<file path="config.mk">
export PLATFORM = sky130hd
export DESIGN_NAME = dispatch_queue
export DESIGN_NICKNAME = d
export VERILOG_FILES = /design/src/rtl/dispatch_pkg.sv /design/src/rtl/dispatch_rob_alloc.sv /design/src/rtl/dispatch_queue.sv
export SDC_FILE = /design/constraint.sdc
export NUM_CORES = 2
export LEC_CHECK = 0
export BUFFER_PORTS_ARGS = -buffer_cell sky130_fd_sc_hd__buf_2
export CORE_MARGIN = 4
export CORE_UTILIZATION = 61
export CTS_CLUSTER_SIZE = 12
export DETAILED_ROUTE_END_ITERATION = 12
export MAX_ROUTING_LAYER = met4
export PLACE_DENSITY = 0.81
export SLEW_MARGIN = 20
export SYNTH_ARGS = -nofsm -noshare
export SYNTH_HDL_FRONTEND = slang
export SYNTH_HIERARCHICAL = 1
export SYNTH_SLANG_ARGS = --single-unit
export TNS_END_PERCENT = 30
</file>
<file path="constraint.sdc">
create_clock -name clock -period 21.5 [get_ports clock]
set_input_delay 2.15 -clock clock [delete_from_list [all_inputs] [get_ports clock]]
set_output_delay 2.15 -clock clock [all_outputs]
set_load 0.005 [all_outputs]
</file>
<file path="src/rtl/dispatch_pkg.sv">
// Shared types and helpers for the dispatch stage: ROB pointer arithmetic and lane-run counting.
// Latency: n/a (types and pure functions only).
// Backpressure: n/a.
package dispatch_pkg;

    // Default configuration, defined once for the whole codebase.
    localparam int DFLT_WIDTH        = 2;
    localparam int DFLT_DEPTH        = 8;
    localparam int DFLT_ROB_SIZE_LOG = 6;

    // Widest dispatch group supported; lane vectors are zero-padded to this width for the helpers.
    localparam int MAX_WIDTH = 4;

    // ROB pointer: index plus a wrap flag that toggles each time the index wraps.
    typedef struct packed {
        logic                         flag;
        logic [DFLT_ROB_SIZE_LOG-1:0] idx;
    } rob_ptr_t;

    // Advance a ROB pointer by n. The carry out of idx lands in flag, which is exactly the wrap toggle.
    function automatic rob_ptr_t rob_ptr_add(input rob_ptr_t ptr, input logic [2:0] n);
        logic [DFLT_ROB_SIZE_LOG:0] sum;
        sum = ptr + {{(DFLT_ROB_SIZE_LOG-2){1'b0}}, n};
        return rob_ptr_t'(sum);
    endfunction

    // Length of the run of ones starting at bit 0.
    function automatic logic [2:0] lead_ones(input logic [MAX_WIDTH-1:0] vec);
        logic [2:0] n;
        logic       run;
        n   = '0;
        run = 1'b1;
        for (int i = 0; i < MAX_WIDTH; i++) begin
            run = run & vec[i];
            n   = n + {2'b00, run};
        end
        return n;
    endfunction

    // Number of set bits.
    function automatic logic [2:0] popcount(input logic [MAX_WIDTH-1:0] vec);
        logic [2:0] n;
        n = '0;
        for (int i = 0; i < MAX_WIDTH; i++) begin
            n = n + {2'b00, vec[i]};
        end
        return n;
    endfunction

endpackage

</file>
<file path="src/rtl/dispatch_rob_alloc.sv">
// ROB index allocator: holds the ROB enqueue pointer and hands out consecutive indices per lane.
// Latency: lane indices are combinational from the pointer; the pointer advances one cycle after dispatch.
// Backpressure: none of its own; advances only by the dispatched count, reloads on flush.
module dispatch_rob_alloc
    import dispatch_pkg::*;
#(
    parameter int WIDTH = DFLT_WIDTH
) (
    input  logic                               clock,
    input  logic                               reset,
    input  logic                               flush,
    input  logic                               flush_flag,
    input  logic [DFLT_ROB_SIZE_LOG-1:0]       flush_idx,
    input  logic [2:0]                         deq_n,
    output logic [WIDTH-1:0]                   lane_flag,
    output logic [WIDTH*DFLT_ROB_SIZE_LOG-1:0] lane_idx
);

    localparam int RL = DFLT_ROB_SIZE_LOG;

    rob_ptr_t ptr_q, ptr_d;
    rob_ptr_t lane_ptr;

    // Next pointer: a flush reload wins, otherwise step past the uops dispatched this cycle.
    always_comb begin
        ptr_d = ptr_q;
        if (flush) begin
            ptr_d.flag = flush_flag;
            ptr_d.idx  = flush_idx;
        end else begin
            ptr_d = rob_ptr_add(ptr_q, deq_n);
        end
    end

    // Pointer register.
    always_ff @(posedge clock or posedge reset) begin
        if (reset) begin
            ptr_q <= '0;
        end else begin
            ptr_q <= ptr_d;
        end
    end

    // Lane i is offered pointer+i; lanes past a wrap see the toggled flag.
    always_comb begin
        lane_ptr  = '0;
        lane_flag = '0;
        lane_idx  = '0;
        for (int i = 0; i < WIDTH; i++) begin
            lane_ptr             = rob_ptr_add(ptr_q, 3'(i));
            lane_flag[i]         = lane_ptr.flag;
            lane_idx[i*RL +: RL] = lane_ptr.idx;
        end
    end

endmodule

</file>
<file path="src/rtl/dispatch_queue.sv">
// In-order N-wide dispatch queue between rename and issue/ROB enqueue, allocating ROB indices at dispatch.
// Latency: one cycle minimum from enqueue to output visibility; no bypass path.
// Backpressure: in_ready from registered count only; per-lane out_ready consumed as a leading run; ROB free count throttles.
module dispatch_queue
    import dispatch_pkg::*;
#(
    parameter int WIDTH        = DFLT_WIDTH,
    parameter int DEPTH        = DFLT_DEPTH,
    parameter int PAYLOAD_W    = 160,
    parameter int ROB_SIZE_LOG = DFLT_ROB_SIZE_LOG
) (
    input  logic                          clock,
    input  logic                          reset,
    input  logic                          flush,
    input  logic                          flush_robidx_flag,
    input  logic [ROB_SIZE_LOG-1:0]       flush_robidx,
    input  logic [WIDTH-1:0]              in_valid,
    input  logic [WIDTH*PAYLOAD_W-1:0]    in_payload,
    output logic                          in_ready,
    input  logic [ROB_SIZE_LOG:0]         rob_free_cnt,
    output logic [WIDTH-1:0]              out_valid,
    input  logic [WIDTH-1:0]              out_ready,
    output logic [WIDTH*PAYLOAD_W-1:0]    out_payload,
    output logic [WIDTH-1:0]              out_robidx_flag,
    output logic [WIDTH*ROB_SIZE_LOG-1:0] out_robidx,
    output logic [$clog2(DEPTH):0]        occupancy
);

    localparam int PW = $clog2(DEPTH);
    localparam int CW = PW + 1;
    localparam int FW = ROB_SIZE_LOG + 1;

    // The ROB pointer type is sized centrally; any other ROB width or lane count is not supported.
    if (ROB_SIZE_LOG != DFLT_ROB_SIZE_LOG || WIDTH < 1 || WIDTH > MAX_WIDTH || DEPTH < 2*WIDTH) begin : g_bad_cfg
        $error("dispatch_queue: unsupported parameter set");
    end

    logic [PAYLOAD_W-1:0] mem_q [DEPTH];

    logic [PW-1:0]        head_q, head_d;
    logic [PW-1:0]        tail_q, tail_d;
    logic [CW-1:0]        count_q, count_d;

    logic [CW-1:0]        free_slots;
    logic [MAX_WIDTH-1:0] in_vec;
    logic [MAX_WIDTH-1:0] hs_vec;
    logic [2:0]           enq_n;
    logic [2:0]           deq_n;
    logic [WIDTH-1:0]     wr_en;
    logic [PW-1:0]        wr_addr [WIDTH];

    // Accept a whole group only when a full group's worth of slots is free in the registered count.
    always_comb begin
        free_slots = CW'(DEPTH) - count_q;
        in_ready   = !reset && !flush && (free_slots >= CW'(WIDTH));
        in_vec     = '0;
        in_vec[WIDTH-1:0] = in_valid;
        enq_n      = in_ready ? popcount(in_vec) : 3'd0;
        for (int i = 0; i < WIDTH; i++) begin
            wr_en[i]   = in_ready && in_valid[i];
            wr_addr[i] = tail_q + PW'(i);
        end
    end

    // Payload storage; contents are don't-care until written, so no reset.
    always_ff @(posedge clock) begin
        for (int i = 0; i < WIDTH; i++) begin
            if (wr_en[i]) begin
                mem_q[wr_addr[i]] <= in_payload[i*PAYLOAD_W +: PAYLOAD_W];
            end
        end
    end

    // Head lanes are offered while entries exist and the ROB has room for that lane.
    always_comb begin
        out_valid   = '0;
        out_payload = '0;
        hs_vec      = '0;
        for (int i = 0; i < WIDTH; i++) begin
            out_valid[i] = !reset && !flush && (count_q > CW'(i)) && (rob_free_cnt > FW'(i));
            out_payload[i*PAYLOAD_W +: PAYLOAD_W] = mem_q[head_q + PW'(i)];
        end
        hs_vec[WIDTH-1:0] = out_valid & out_ready;
        // A ready lane behind a stalled lane must wait, so only the leading run counts.
        deq_n = lead_ones(hs_vec);
    end

    // Pointer and count update; flush discards everything and rewinds to slot 0.
    always_comb begin
        head_d  = head_q;
        tail_d  = tail_q;
        count_d = count_q;
        if (flush) begin
            head_d  = '0;
            tail_d  = '0;
            count_d = '0;
        end else begin
            head_d  = head_q + PW'(deq_n);
            tail_d  = tail_q + PW'(enq_n);
            count_d = count_q + CW'(enq_n) - CW'(deq_n);
        end
    end

    // Queue control registers.
    always_ff @(posedge clock or posedge reset) begin
        if (reset) begin
            head_q  <= '0;
            tail_q  <= '0;
            count_q <= '0;
        end else begin
            head_q  <= head_d;
            tail_q  <= tail_d;
            count_q <= count_d;
        end
    end

    assign occupancy = count_q;

    dispatch_rob_alloc #(
        .WIDTH (WIDTH)
    ) u_rob_alloc (
        .clock      (clock),
        .reset      (reset),
        .flush      (flush),
        .flush_flag (flush_robidx_flag),
        .flush_idx  (flush_robidx),
        .deq_n      (deq_n),
        .lane_flag  (out_robidx_flag),
        .lane_idx   (out_robidx)
    );

    // Rename must present valid lanes as a contiguous prefix starting at lane 0.
    a_in_valid_prefix: assert property (
        @(posedge clock) disable iff (reset)
        ((in_valid & (in_valid + WIDTH'(1))) == '0)
    );

endmodule

</file>
==> metrics <==
final setup vio count 0; Final Slew Violations 0; Congestion Overflow GR 0; register area share after synthesis 51.4%; Area Overhead vs Synth 11.9%; Die Height 360 um; Die X 360 um; Clock Sinks 1,297; Post-CTS Hold Buffers 0; Yosys cell types 47; Worst-Skew Late Latency 740 ps; R2R Setup Slk 16,110 ps; worst slew pin tran 1230 ps; Post-synth EDFFs 1,280; setup TNS 0 ps; Rows 128; die area 130,000 um2; RSZ-0062 raised after global routing false; clk_skew 20.8 ps; Clock Path Buffers 3; H-tree depth 4; vias in the first global route 45,800; Hold Path Class flop to flop; Final Hold Vio Count 0; final worst-path cycle share 39.4%; status finished clean; CP Data Required Time 19,350 ps; PortBufs 681; initial antenna violation count 76; largest net degree at the start of global routing 145; Worst-path clk slew 60 ps; share of layout cells above drive strength 1 67.9%; Iter 0 DRT Violations 4,811; PwrDens 80.2 nW/um2; mean post-synth cell area 18.8 um2; Routed WL per cell 32.3 um; Leakage 28.2 nW; DP Wirelength 121,000 um; warnings from Yosys 6; Peak VDD IR 76.7 uV; WHS 633 ps; initial core utilization 61.8%; syn_nets 4,382; Mapped Area 75,600 um2; Routed WL 206,000 um; DR DRC count 0; first-pass GRT wire length 303,000 um; CTS tree done; Worst Path Class, Setup flop to output pin; nets 4,956; TritonCTS buffer count 141; top_reg_cell synth edfxtp_1; Placer Congestion 0.823; CTS root buffer clkbuf_16; Via density 6.87; Setup Fix Bufs, Post-CTS 0; synthesized flop and latch total 1,297; DR pass1 iterations 7; GRT Total Usage 32.4%; crit start category flop; Top Ports 682; Post-CTS Resized 0; Syn Inst Count 4,019; fraction of registers with async set/reset 1.31%; Peak Freq 0.118 GHz; Final min period 8480 ps; Vias 43,900; Max Cap Viol 0; CP Data Arrival Time 6330 ps; crit-path max FO 60; Worst slew margin 18.0%; Final ANT Viol Nets 0; CP endpoint kind output pin; core area 122,000 um2
routing by layer:
layer | vias to the layer above | global-route usage, % | wire, um | part of all wire, %
li1 | 18200 | - | - | -
met1 | 23100 | 40.3 | 75800 | 37
met2 | 2233 | 51.7 | 103000 | 50
met3 | 398 | 7.81 | 20000 | 9.7
met4 | 0 | 12.8 | 7600 | 3.7
met5 | - | - | 0 | 0
cells by family (layout without fill, tap and decap cells):
logic type      count (synthesis)  after routing  synth area share (%)
simple gates                   63             63                 0.422
mux                          2241           2241                  44.7
xor+xnor                       16             16                 0.195
fa+ha+maj                      22             22                 0.404
flops                        1297           1297                  51.4
buf+inv                       342           1020                  2.48
compound gates                 37             37                 0.401
other cells                     1             71               0.00496
stage by stage:
stage | utilization, % | worst slack, ps | cells | area [um2] | total power (W)
after floorplan | - | 1850 | 4019 | 75600 | 0.00399
after global placement | 65.5 | 13800 | 6075 | 80100 | 0.00449
after detailed placement | 65.5 | 13730 | 6075 | 80100 | 0.00452
after CTS | 69.0 | 12920 | 6322 | 84400 | 0.00680
after global routing | 69.1 | 12530 | 6384 | 84600 | 0.00701
final | 69.1 | 13020 | 6392 | 84600 | 0.00678
power breakdown:
group | total, W | switching, W | internal (W)
Combinational | 0.00150 | 0.000732 | 0.000768
Sequential | 0.00298 | 0.0000592 | 0.00292
Clock | 0.00230 | 0.00100 | 0.00130
registers in the layout, indices dropped and copies added, names as in the netlist:
| register | cells |
|---|---|
| tail_q | 3 |
| mem_q | 1280 |
| occupancy | 4 |
| head_q | 3 |
| u_rob_alloc/ptr_q | 7 |
cell type report:
cell class	instances	area [um2]
Antenna cell	70	175
Clock buffer	184	3810
Clock inverter	63	482
Fill cell	7867	37800
Inverter	17	63.8
Multi-Input combinational cell	2380	35000
Sequential cell	1297	38900
Tap cell	1625	2030
Timing Repair Buffer	756	4110
worst max-delay path: stages (launching register included):
cell,delay (ps)
dfrtp_4,970
buf_4,760
buf_4,830
buf_4,830
buf_4,840
mux4_2,610
mux2_2,320
buf_2,140
cell usage in the layout, fill, tap and decap left out, types with 3 or more instances in the layout:
cell,n
clkbuf_1,34
o211ai_4,4
ha_1,17
nand3_1,4
clkbuf_16,144
mux2_4,356
buf_2,681
clkbuf_8,6
xnor2_1,8
clkinv_1,30
a21oi_1,3
bufinv_16,4
o211a_4,4
diode_2,70
mux4_2,640
mux2_1,17
mux2_2,1228
dfrtp_4,3
clkinv_2,17
nor2b_1,8
inv_6,7
buf_4,64
xor2_1,6
nor2_1,19
inv_1,16
o21ai_0,5
edfxtp_1,1280
buf_12,11
and3_1,5
fa_1,4
dfrtp_1,14
nand2_1,14
cells in the mapped netlist, drive strengths merged, types with 2 or more instances:
cell type | count | share of area [%]
and2 | 2 | 0.017
o21a | 2 | 0.020
mux4 | 640 | 19
nor2 | 19 | 0.094
and3 | 5 | 0.041
buf | 232 | 1.9
mux2 | 1601 | 26
a211oi | 2 | 0.020
nand3 | 4 | 0.026
o211ai | 7 | 0.10
edfxtp | 1280 | 51
dfrtp | 17 | 0.56
a21oi | 3 | 0.020
inv | 17 | 0.084
fa | 4 | 0.11
xnor2 | 9 | 0.11
a21o | 3 | 0.030
nor3b | 2 | 0.020
clkbuf | 93 | 0.46
nor2b | 8 | 0.066
xor2 | 7 | 0.081
ha | 18 | 0.30
a31o | 2 | 0.023
o41ai | 2 | 0.023
or4 | 2 | 0.020
o21ai | 6 | 0.040
nand2 | 14 | 0.070
o211a | 6 | 0.079
o31ai | 2 | 0.020
worst paths after layout:
kind	cells after the start	startpoint	end
worst max-delay path	7	head_q[0]	out_payload[235]
worst min-delay path	2	u_rob_alloc/ptr_q[6]	u_rob_alloc/ptr_q[6]
worst max register to register	9	occupancy[0]	mem_q[3][45]
worst min register to register	2	u_rob_alloc/ptr_q[6]	u_rob_alloc/ptr_q[6]
max in group asynchronous	2	reset	head_q[2]
min in group asynchronous	2	reset	u_rob_alloc/ptr_q[5]
Note: power is estimated with default switching activity, not from simulation.
